`config.mk`:
```
export PLATFORM = sky130hd
export DESIGN_NAME = bk_sequencer
export DESIGN_NICKNAME = d
export VERILOG_FILES = /design/src/rtl/bk_sequencer_pkg.sv /design/src/rtl/bk_sequencer_edge_det.sv /design/src/rtl/bk_sequencer.sv
export SDC_FILE = /design/constraint.sdc
export NUM_CORES = 1
export LEC_CHECK = 0
export CAP_MARGIN = 25
export CORE_MARGIN = 1.5
export CORE_UTILIZATION = 40
export DETAILED_ROUTE_END_ITERATION = 8
export HOLD_SLACK_MARGIN = 0.05
export PLACE_DENSITY = 0.88
export RECOVER_POWER = 100
export SLEW_MARGIN = 40
export SYNTH_ARGS = -nofsm -noshare
export SYNTH_HDL_FRONTEND = slang
export SYNTH_SLANG_ARGS = --single-unit
```
`constraint.sdc`:
```
create_clock -name clk_sys -period 2.52 [get_ports clk_sys]
set_input_delay 0.378 -clock clk_sys [delete_from_list [all_inputs] [get_ports clk_sys]]
set_output_delay 0.378 -clock clk_sys [all_outputs]
set_load 0.02 [all_outputs]
```
`src/rtl/bk_sequencer_pkg.sv`:
```
// Shared types and constants for the backup-RAM sequencer.
package bk_pkg;

  typedef enum logic [1:0] {
    IDLE = 2'd0,
    REQ  = 2'd1,
    XFER = 2'd2
  } bk_state_e;

  // 512-byte sectors: byte mask bit 9 is the lowest sector-index bit.
  localparam int SECTOR_SHIFT = 9;

endpackage

```
`src/rtl/bk_sequencer_edge_det.sv`:
```
// Rise/fall detector against a registered previous value (reset to 0).
module edge_det (
  input  logic clk,
  input  logic reset,
  input  logic d,
  output logic rise,
  output logic fall
);

  logic prev_d;
  logic prev_q;

  // Next previous-value is simply the current input.
  always_comb begin
    prev_d = d;
  end

  // Hold the last sampled level.
  always_ff @(posedge clk) begin
    if (reset) prev_q <= 1'b0;
    else       prev_q <= prev_d;
  end

  assign rise = d & ~prev_q;
  assign fall = ~d & prev_q;

endmodule

```
`src/rtl/bk_sequencer.sv`:
```
// BSRAM save/load sequencer: arbitrates triggers and walks sectors through
// the hps_io SD sector handshake.
module bk_sequencer
  import bk_pkg::*;
#(
  parameter int LBA_BITS = 8
) (
  input  logic        clk_sys,
  input  logic        reset,
  input  logic        ioctl_download,
  input  logic        img_mounted,
  input  logic        img_readonly,
  input  logic        img_size_nz,
  input  logic [23:0] ram_mask,
  input  logic        load_req,
  input  logic        save_req,
  input  logic        autosave_en,
  input  logic        osd_status,
  input  logic        bsram_we,
  input  logic        sd_ack,
  output logic [31:0] sd_lba,
  output logic        sd_rd,
  output logic        sd_wr,
  output logic        bk_ena,
  output logic        bk_loading,
  output logic        busy,
  output logic        dirty
);

  logic dl_rise, dl_fall;
  logic ld_rise, ld_fall_unused;
  logic sv_rise, sv_fall_unused;
  logic osd_rise, osd_fall_unused;
  logic ack_rise, ack_fall;

  edge_det u_dl_edge  (.clk(clk_sys), .reset(reset), .d(ioctl_download), .rise(dl_rise),  .fall(dl_fall));
  edge_det u_ld_edge  (.clk(clk_sys), .reset(reset), .d(load_req),       .rise(ld_rise),  .fall(ld_fall_unused));
  edge_det u_sv_edge  (.clk(clk_sys), .reset(reset), .d(save_req),       .rise(sv_rise),  .fall(sv_fall_unused));
  edge_det u_osd_edge (.clk(clk_sys), .reset(reset), .d(osd_status),     .rise(osd_rise), .fall(osd_fall_unused));
  edge_det u_ack_edge (.clk(clk_sys), .reset(reset), .d(sd_ack),         .rise(ack_rise), .fall(ack_fall));

  bk_state_e           state_d, state_q;
  logic [LBA_BITS-1:0] lba_d, lba_q;
  logic                rd_d, rd_q;
  logic                wr_d, wr_q;
  logic                ena_d, ena_q;
  logic                loading_d, loading_q;
  logic                dirty_d, dirty_q;

  logic [LBA_BITS-1:0] last;
  logic                load_trig;
  logic                save_trig;

  assign last      = ram_mask[LBA_BITS+SECTOR_SHIFT-1:SECTOR_SHIFT];
  assign load_trig = dl_fall | ld_rise;
  assign save_trig = sv_rise | (osd_rise & autosave_en & dirty_q);

  // Next-state logic: trigger arbitration, sector walk, dirty tracking, abort.
  always_comb begin
    state_d   = state_q;
    lba_d     = lba_q;
    rd_d      = rd_q;
    wr_d      = wr_q;
    ena_d     = ena_q;
    loading_d = loading_q;
    dirty_d   = dirty_q;

    if (ioctl_download & img_mounted & img_size_nz & ~img_readonly)
      ena_d = |ram_mask;

    unique case (state_q)
      IDLE: begin
        if (ena_q && (load_trig || save_trig)) begin
          lba_d     = '0;
          loading_d = load_trig;
          rd_d      = load_trig;
          wr_d      = ~load_trig;
          state_d   = REQ;
          if (!load_trig) dirty_d = 1'b0;
        end
      end
      REQ: begin
        if (ack_rise) begin
          rd_d    = 1'b0;
          wr_d    = 1'b0;
          state_d = XFER;
        end
      end
      XFER: begin
        if (ack_fall) begin
          if (lba_q >= last) begin
            loading_d = 1'b0;
            state_d   = IDLE;
            if (loading_q) dirty_d = 1'b0;
          end else begin
            // Direction of the running transfer is carried by loading_q.
            lba_d   = lba_q + {{(LBA_BITS-1){1'b0}}, 1'b1};
            rd_d    = loading_q;
            wr_d    = ~loading_q;
            state_d = REQ;
          end
        end
      end
      default: state_d = IDLE;
    endcase

    // Applied after the save-start clear so a coincident write keeps dirty set.
    if (bsram_we & ~loading_q) dirty_d = 1'b1;

    // Download start overrides everything, including a same-cycle trigger.
    if (dl_rise) begin
      state_d   = IDLE;
      rd_d      = 1'b0;
      wr_d      = 1'b0;
      loading_d = 1'b0;
      ena_d     = 1'b0;
    end
  end

  // Register all sequencer state and outputs.
  always_ff @(posedge clk_sys) begin
    if (reset) begin
      state_q   <= IDLE;
      lba_q     <= '0;
      rd_q      <= 1'b0;
      wr_q      <= 1'b0;
      ena_q     <= 1'b0;
      loading_q <= 1'b0;
      dirty_q   <= 1'b0;
    end else begin
      state_q   <= state_d;
      lba_q     <= lba_d;
      rd_q      <= rd_d;
      wr_q      <= wr_d;
      ena_q     <= ena_d;
      loading_q <= loading_d;
      dirty_q   <= dirty_d;
    end
  end

  assign sd_lba     = {{(32-LBA_BITS){1'b0}}, lba_q};
  assign sd_rd      = rd_q;
  assign sd_wr      = wr_q;
  assign bk_ena     = ena_q;
  assign bk_loading = loading_q;
  assign busy       = (state_q != IDLE);
  assign dirty      = dirty_q;

endmodule

```
==> flow_metrics.env, run 1 <==
export IMPL_ys_flop_type="dfxtp_1"
export IMPL_gp_congestion=0.867
export IMPL_outcome="complete, no violations"
export IMPL_ir_drop_mv=0.325
export IMPL_crit_start="ram_mask[11]"
export IMPL_worstPathRequired_ns=2.74
export IMPL_largest_register="lba_q"
export IMPL_synth_area_top_cells="dfxtp_1 (26%), buf_4 (12%), ha_1 (11%)"
export IMPL_p_leak_nw=0.994
export IMPL_cts_htree_levels=1
export IMPL_crit_cells=10
export IMPL_yosys_area_share_simple_pct=20.3
export IMPL_grt_pass1_vias=1406
export IMPL_reg2reg_from="state_q[1]"
export IMPL_slowest_delay_ns=0.48
export IMPL_reg_largest_list="lba_q (8), state_q (2)"
export IMPL_synthMuxAreaShare_pct=1.30
export IMPL_reg2reg_to="lba_q[4]"
export IMPL_synth_async_reset_ratio_pct=0
export IMPL_clk_pin_slew_ns=0.08
export IMPL_gr_total_overflow=0
export IMPL_hold_buffers=0
export IMPL_post_place_cells=299
export IMPL_synth_top_area_cell="dfxtp_1"
export IMPL_yosys_top_cells_count="buf_4 (24), dfxtp_1 (20), inv_1 (19), ha_1 (14), o21ai_0 (14)"
export IMPL_hold_viol=0
export IMPL_avgRoutedWirePerCell_um=13.3
export IMPL_synth_seq_cells=20
export IMPL_syn_avg_cell_area_um2=8.08
export IMPL_die_height_um=65.1
export IMPL_finish_utilization_pct=60.0
export IMPL_cp_arrival_ns=2.65
export IMPL_dr_wl_met2_um=1910
export IMPL_clkLatencyLatePin_ns=0.28
export IMPL_maxCapViolCount=0
export IMPL_vias=1555
export IMPL_synth_edff_count=0
export IMPL_crit_slowest_cell="clkdlybuf4s50_1"
export IMPL_dp_hpwl_um=3050
export IMPL_end_kind="register"
export IMPL_final_cell_area_um2=2210
export IMPL_cts_inserted_buffers=3
export IMPL_worst_setup_path_start_kind="input port"
export IMPL_routed_via_density=5.10
export IMPL_drc=0
export IMPL_rr_worst_depth=9
export IMPL_layout_cells_non_filler=305
export IMPL_period_minus_slack_ns=2.44
export IMPL_grt_usage_pct=18.8
export IMPL_wl_met1_um=1680
export IMPL_netlist_instances=191
export IMPL_cts_root_buf="clkbuf_8"
export IMPL_grt_pass1_wl_um=6180
export IMPL_firstDrtPassIters=4
export IMPL_worstPathMaxFanout=4
export IMPL_ant_nets=0
export IMPL_finalPower_uw=833
export IMPL_start_util_pct=41.8
export IMPL_routed_wl_um=4060
export IMPL_coreArea_um2=3690
export IMPL_synth_compound_area_share_pct=23.8
export IMPL_initialDrtViolationCount=44
export IMPL_cp_top_family="compound AO/OA/AOI/OAI gates"
export IMPL_max_freq_mhz=411
export IMPL_diodes=0
export IMPL_dieArea_um2=4240
export IMPL_reg2reg_setup_slack_ns=0.13
export IMPL_dpl_cell_area_um2=2100
export IMPL_yosysSeqAreaShare_pct=26.0
export IMPL_yosysMostFrequentCell="buf_4"
export IMPL_pin_count=74
export IMPL_die_w_um=65.1
export IMPL_top_layer_used="met4"
export IMPL_nets=308
export IMPL_antenna_found_initial=0
export IMPL_syn2layout_area_growth_pct=43.4
export IMPL_cts_max_path_buffers=2
export IMPL_setup_violations=0
export IMPL_power_density_nw_per_um2=377
export IMPL_rows=22
export IMPL_netlist_area_leader_share_pct=26.0
export IMPL_endpoint="lba_q[4]"
export IMPL_n_fill_cell=312
export IMPL_port_buffer_count=49
export IMPL_largest_reg_flops=8
export IMPL_min_path_type="reg2reg"
export IMPL_synthAdderAreaFrac_pct=11.4
export IMPL_synthXorXnorAreaFrac_pct=0
export IMPL_worstPathCellList="clkdlybuf4s50_1, inv_1, ha_1, o21a_1, o21ai_1, o21ai_2, a311o_1, clkbuf_4, or4_4, nand2_2"
export IMPL_synth_top_family_by_area="compound AO/OA/AOI/OAI gates"
export IMPL_drive_gt1_share_pct=11.3
export IMPL_cts_tree="yes"
export IMPL_grt_setup_unrepaired="false"
export IMPL_drv_slew=0
export IMPL_grt_max_degree=13
export IMPL_cts_sinks=20
export IMPL_path_class="in2reg"
export IMPL_wl_met3_um=413
export IMPL_path_buf_inv=3
export IMPL_yosysWarnings=0
export IMPL_fin_skew_ns=0.00703
export IMPL_period_share_pct=96.7
export IMPL_yosysUniqueCellTypes=45
export IMPL_syn_cell_area_um2=1540
## kinds of logic (layout without fill, tap and decap cells)
kind of cell,after synthesis,after routing
and+or+nand+nor,55,55
AOI/OAI and AO/OA,53,53
other,1,24
adders and majority gates,14,14
muxes,2,2
DFF,20,20
buffers and inverters,46,89
## power breakdown
part	internal (mW)	leakage, nW	switching (mW)
Clock	0.213	0.0357	0.121
Sequential	0.323	0.163	0.00353
Combinational	0.0836	0.795	0.0891
Total	0.619	0.994	0.214
## worst min-delay path by stage
stage,from,to,slack (ns),depth (start not counted)
after floorplan,state_q[0],state_q[0],0.48,2
after global placement,sd_wr,sd_wr,0.44,2
after detailed placement,sd_wr,sd_wr,0.45,2
after CTS,sd_wr,sd_wr,0.46,2
after global routing,sd_wr,sd_wr,0.48,2
final,sd_wr,sd_wr,0.45,2
## worst register-to-register path, cell delays in order (launching register included)
cell,delay [ns]
dfxtp_1,0.35
inv_1,0.11
ha_1,0.26
nand2_1,0.14
a41oi_1,0.22
o21ai_1,0.17
a311o_1,0.41
clkbuf_4,0.16
or4_4,0.42
nand2_2,0.08
## cell type report
cell class	instances	area (um2)	area share (%)
Tap cell	48	60.1	2.71
Inverter	19	71.3	3.22
Clock buffer	3	41.3	1.87
Multi-Input combinational cell	148	992	44.9
Sequential cell	20	400	18.1
Clock inverter	1	30.0	1.36
Timing Repair Buffer	66	617	27.9
## routing by layer
metal,up-vias,GRT usage [%]
li1,768,-
met1,695,23.0
met2,87,32.0
met3,5,4.11
met4,0,8.07
met5,-,0
## stage by stage
| stage | setup WS (ns) | setup TNS, ns | hold slack (ns) |
|---|---|---|---|
| 2_1_floorplan | 0.0545 | 0 | 0.483 |
| 3_3_place_gp | -0.199 | -1.06 | 0.445 |
| 3_5_place_dp | -0.285 | -1.54 | 0.447 |
| 4_1_cts | 0.00518 | 0 | 0.463 |
| 5_1_grt | 0.0130 | 0 | 0.482 |
| 6_report | 0.0842 | 0 | 0.455 |
## cells in the final DEF (no fill, tap or decap), types with 6 or more instances in the layout
cell	count
nand3_1	6
dlygate4sd3_1	15
a21oi_1	11
o21ai_0	13
inv_1	18
conb_1	24
nand2_1	11
dfxtp_1	20
ha_1	13
nor2b_1	6
clkdlybuf4s50_1	30
nor4_1	6
buf_4	13
## repair_timing
item / CTS / global route
setup endpoints to repair: 1 / 4
pin swaps: 3 / 7
gates resized for setup: 0 / 11
buffers inserted: 0 / 2
(Power assumes the default switching activity.)
==> run 2, diff against run 1 <==
Settings changed: SKIP_CTS_REPAIR_TIMING set to 1.
==> flow_metrics.env, run 2 (synthesis gave the netlist of run 1 again) <==
export IMPL_cts_sinks=20
export IMPL_layout_cells_non_filler=305
export IMPL_cts_tree="yes"
export IMPL_crit_slowest_cell="clkdlybuf4s50_1"
export IMPL_grt_pass1_vias=1405
export IMPL_gr_total_overflow=0
export IMPL_antenna_found_initial=0
export IMPL_path_class="in2reg"
export IMPL_grt_pass1_wl_um=6180
export IMPL_routed_via_density=5.10
export IMPL_gp_congestion=0.867
export IMPL_grt_setup_unrepaired="true"
export IMPL_period_share_pct=98.5
export IMPL_clkLatencyLatePin_ns=0.27
export IMPL_fin_skew_ns=0.00595
export IMPL_largest_reg_flops=8
export IMPL_n_fill_cell=305
export IMPL_firstDrtPassIters=4
export IMPL_drive_gt1_share_pct=12.1
export IMPL_dpl_cell_area_um2=2100
export IMPL_worstPathRequired_ns=2.73
export IMPL_ant_nets=0
export IMPL_cp_arrival_ns=2.69
export IMPL_max_freq_mhz=403
export IMPL_initialDrtViolationCount=38
export IMPL_reg_largest_list="lba_q (8), state_q (2)"
export IMPL_grt_usage_pct=18.8
export IMPL_cts_max_path_buffers=2
export IMPL_layout_commonest_cell="clkdlybuf4s50_1"
export IMPL_worstPathCellList="clkdlybuf4s50_1, inv_1, ha_1, a21o_1, a211oi_2, o21ai_2, a311o_1, buf_4, or4_4, nand2_1"
export IMPL_diodes=0
export IMPL_outcome="complete, no violations"
export IMPL_setup_violations=0
export IMPL_port_buffer_count=49
export IMPL_dieArea_um2=4240
export IMPL_worstPathMaxFanout=4
export IMPL_post_place_cells=299
export IMPL_slowest_delay_ns=0.48
export IMPL_dp_hpwl_um=3050
export IMPL_routed_wl_um=4100
export IMPL_rows=22
export IMPL_power_density_nw_per_um2=376
export IMPL_cts_root_buf="clkbuf_8"
export IMPL_coreArea_um2=3690
export IMPL_die_height_um=65.1
export IMPL_drv_slew=0
export IMPL_mostFrequentLayoutCells="clkdlybuf4s50_1 (37), conb_1 (24), dfxtp_1 (20)"
export IMPL_clk_pin_slew_ns=0.08
export IMPL_avgRoutedWirePerCell_um=13.4
export IMPL_syn2layout_area_growth_pct=43.9
export IMPL_die_w_um=65.1
export IMPL_cts_htree_levels=1
export IMPL_reg2reg_setup_slack_ns=0.11
export IMPL_final_cell_area_um2=2220
export IMPL_cts_inserted_buffers=3
export IMPL_start_util_pct=41.8
export IMPL_end_kind="register"
export IMPL_p_leak_nw=0.958
export IMPL_drc=0
export IMPL_pin_count=74
export IMPL_worst_setup_path_start_kind="input port"
export IMPL_nets=308
export IMPL_hold_viol=0
export IMPL_maxCapViolCount=0
export IMPL_largest_register="lba_q"
export IMPL_grt_max_degree=13
export IMPL_vias=1557
export IMPL_period_minus_slack_ns=2.48
export IMPL_min_path_type="reg2reg"
export IMPL_ir_drop_mv=0.218
run 2: final timing paths:
path / cells past startpoint / start / end
max: 10 / ram_mask[15] / lba_q[4]
min: 2 / sd_wr / sd_wr
max reg2reg: 9 / state_q[1] / lba_q[4]
min reg2reg: 2 / sd_wr / sd_wr
run 2: final cells by class:
cell class                 count  area (um2)  share of cell area, %
multi-input combinational    148        1000                   45.2
sequential                    20         400                   18.0
clock inverter                 1        30.0                   1.35
inverter                      19        71.3                   3.21
timing repair buffer          66         614                   27.7
tap                           48        60.1                   2.71
clock buffer                   3        41.3                   1.86
run 2: critical path: cells and delay by family:
kind	cells	cell delay, ns
compound gates	4	0.84
fa+ha+maj	1	0.29
buf+inv	3	0.69
simple gates	2	0.50
run 2: report_power, final:
group / switching, mW / internal (mW)
combinational: 0.0904 / 0.0865
clock: 0.118 / 0.212
sequential: 0.00357 / 0.323
total: 0.212 / 0.622
run 2: routing by layer:
| layer | share of wire, % | track usage, % | wire (um) |
|---|---|---|---|
| met2 | 48 | 32.0 | 1960 |
| met5 | 0 | 0 | 0 |
| met4 | 1.7 | 8.07 | 69 |
| met1 | 40 | 23.0 | 1660 |
| met3 | 10 | 4.11 | 411 |
run 2: stage by stage:
step	setup TNS, ns	util, %	power [mW]	hold slack, ns	worst slack, ns
floorplan	0	-	0.450	0.483	0.0545
global placement	-1.06	57.0	0.505	0.445	-0.199
detailed placement	-1.54	57.0	0.509	0.447	-0.285
CTS	-0.0582	58.9	0.834	0.463	-0.0582
global route	-0.0243	60.2	0.869	0.482	-0.0147
finish	0	60.2	0.834	0.455	0.0390
==> run 3, diff against run 2 <==
Settings changed: CORE_ASPECT_RATIO set to 0.8.
==> flow_metrics.env, run 3 (synthesis gave the netlist of run 1 again) <==
export IMPL_grt_pass1_vias=1393
export IMPL_pin_count=74
export IMPL_gp_congestion=0.804
export IMPL_diodes=0
export IMPL_drive_gt1_share_pct=10.2
export IMPL_dpl_cell_area_um2=2100
export IMPL_grt_max_degree=13
export IMPL_avgRoutedWirePerCell_um=13.8
export IMPL_p_switching_uw=209
export IMPL_final_cell_area_um2=2190
export IMPL_fin_skew_ns=0.00369
export IMPL_p_leak_nw=0.957
export IMPL_grt_pass1_wl_um=6260
export IMPL_outcome="complete, no violations"
export IMPL_crit_start="ram_mask[15]"
export IMPL_max_freq_mhz=405
export IMPL_dp_hpwl_um=3310
export IMPL_clk_pin_slew_ns=0.08
export IMPL_worst_setup_path_start_kind="input port"
export IMPL_rows=19
export IMPL_switching_share_pct=25.2
export IMPL_hold_viol=0
export IMPL_seqCellArea_um2=400
export IMPL_power_density_nw_per_um2=379
export IMPL_cts_root_buf="clkbuf_8"
export IMPL_routed_wl_um=4110
export IMPL_largest_register="lba_q"
export IMPL_worstPathCellList="clkdlybuf4s50_1, inv_1, ha_1, a21o_1, a211oi_2, o21ai_2, a311o_1, or4_4, a21oi_2"
export IMPL_firstDrtPassIters=4
export IMPL_reg_largest_list="lba_q (8), state_q (2)"
export IMPL_maxCapViolCount=0
export IMPL_gr_total_overflow=0
export IMPL_ant_nets=0
export IMPL_path_buf_inv=2
export IMPL_power_frac_seq_pct=39.4
export IMPL_worstPathRequired_ns=2.73
export IMPL_cts_sinks=20
export IMPL_dieArea_um2=4240
export IMPL_rr_worst_depth=8
export IMPL_nets=307
export IMPL_reg2reg_to="lba_q[7]"
export IMPL_cp_top_family="compound AO/OA/AOI/OAI gates"
export IMPL_mostFrequentLayoutCells="clkdlybuf4s50_1 (34), conb_1 (24), dfxtp_1 (20)"
export IMPL_start_util_pct=43.3
export IMPL_min_path_type="reg2reg"
export IMPL_crit_cells=9
export IMPL_drc=0
export IMPL_cts_max_path_buffers=2
export IMPL_largest_reg_flops=8
export IMPL_coreArea_um2=3570
export IMPL_antenna_found_initial=0
export IMPL_cts_tree="yes"
export IMPL_path_class="in2reg"
export IMPL_p_int_uw=620
export IMPL_syn2layout_area_growth_pct=41.9
export IMPL_port_buffer_count=49
export IMPL_die_height_um=58.5
export IMPL_tightest_slew_ns=0.537
export IMPL_power_frac_clock_pct=39.4
export IMPL_post_place_cells=294
export IMPL_cts_inserted_buffers=3
export IMPL_period_share_pct=97.9
export IMPL_reg2reg_from="state_q[0]"
export IMPL_ir_drop_mv=0.184
export IMPL_worstPathMaxFanout=2
export IMPL_drv_slew=0
export IMPL_clkLatencyLatePin_ns=0.27
export IMPL_cts_htree_levels=1
export IMPL_layout_cells_non_filler=298
export IMPL_multiInputGateArea_um2=995
export IMPL_reg2reg_setup_slack_ns=0.19
export IMPL_vias=1560
export IMPL_initialDrtViolationCount=32
export IMPL_whs_ns=0.455
export IMPL_p_comb_share_pct=21.2
export IMPL_layout_commonest_cell="clkdlybuf4s50_1"
export IMPL_end_kind="register"
export IMPL_maxSlewHeadroom_pct=64.2
export IMPL_slowest_delay_ns=0.49
export IMPL_crit_slowest_cell="or4_4"
export IMPL_setup_violations=0
export IMPL_cp_arrival_ns=2.67
export IMPL_endpoint="lba_q[7]"
export IMPL_die_w_um=72.4
export IMPL_grt_usage_pct=19.0
export IMPL_n_fill_cell=307
export IMPL_routed_via_density=5.23
export IMPL_period_minus_slack_ns=2.47
## run 3: changes by cell type in the layout (fill, tap and decap cells not counted), sizes merged
cell / delta
buf: -4
clkbuf: +3
clkdlybuf4s50: -3
dlygate4sd3: +3
## run 3: how the worst min path moves through the flow
stage	startpoint	endpoint	slack, ns	depth (start not counted)
3_3_place_gp	sd_wr	sd_wr	0.45	2
2_1_floorplan	state_q[0]	state_q[0]	0.48	2
6_report	sd_wr	sd_wr	0.46	2
4_1_cts	sd_wr	sd_wr	0.46	2
3_5_place_dp	sd_wr	sd_wr	0.45	2
5_1_grt	sd_wr	sd_wr	0.47	2
## run 3: power by group through the flow
stage	sequential, mW	clock [mW]	combinational (mW)
3_5_place_dp	0.334	0	0.176
6_report	0.327	0.326	0.176
2_1_floorplan	0.336	0	0.114
3_3_place_gp	0.334	0	0.173
4_1_cts	0.327	0.334	0.177
5_1_grt	0.328	0.347	0.191
## run 3: metal layers
metal  wire (um)  share of wire, %  vias to the layer above  GRT usage [%]
li1            -                 -                      766              -
met1        1810                44                      717           24.2
met2        1880                46                       72           32.3
met3         378               9.2                        5           4.62
met4          46               1.1                        0           5.66
met5           0                 0                        -              0
## run 3: final cells by class
type / instances / area share, %
clock buffer: 3 / 1.89
clock inverter: 1 / 1.37
inverter: 19 / 3.26
multi-input combinational: 148 / 45.4
sequential: 20 / 18.3
tap: 42 / 2.40
timing repair buffer: 65 / 27.4
## run 3: tightest hold or removal path, stage by stage, from the launching register on
cell and delay, ns:
dfxtp_1 0.31, nand2_1 0.05, mux2i_1 0.05
## run 3: through the flow
step / util (%) / setup slack, ns / TNS, ns / total power, mW
2_1_floorplan: - / 0.0545 / 0 / 0.450
3_5_place_dp: 58.9 / -0.232 / -1.22 / 0.511
4_1_cts: 60.9 / 0.0480 / 0 / 0.838
3_3_place_gp: 58.9 / -0.164 / -0.841 / 0.507
6_report: 61.4 / 0.0531 / 0 / 0.829
5_1_grt: 61.4 / -0.00383 / -0.00383 / 0.866
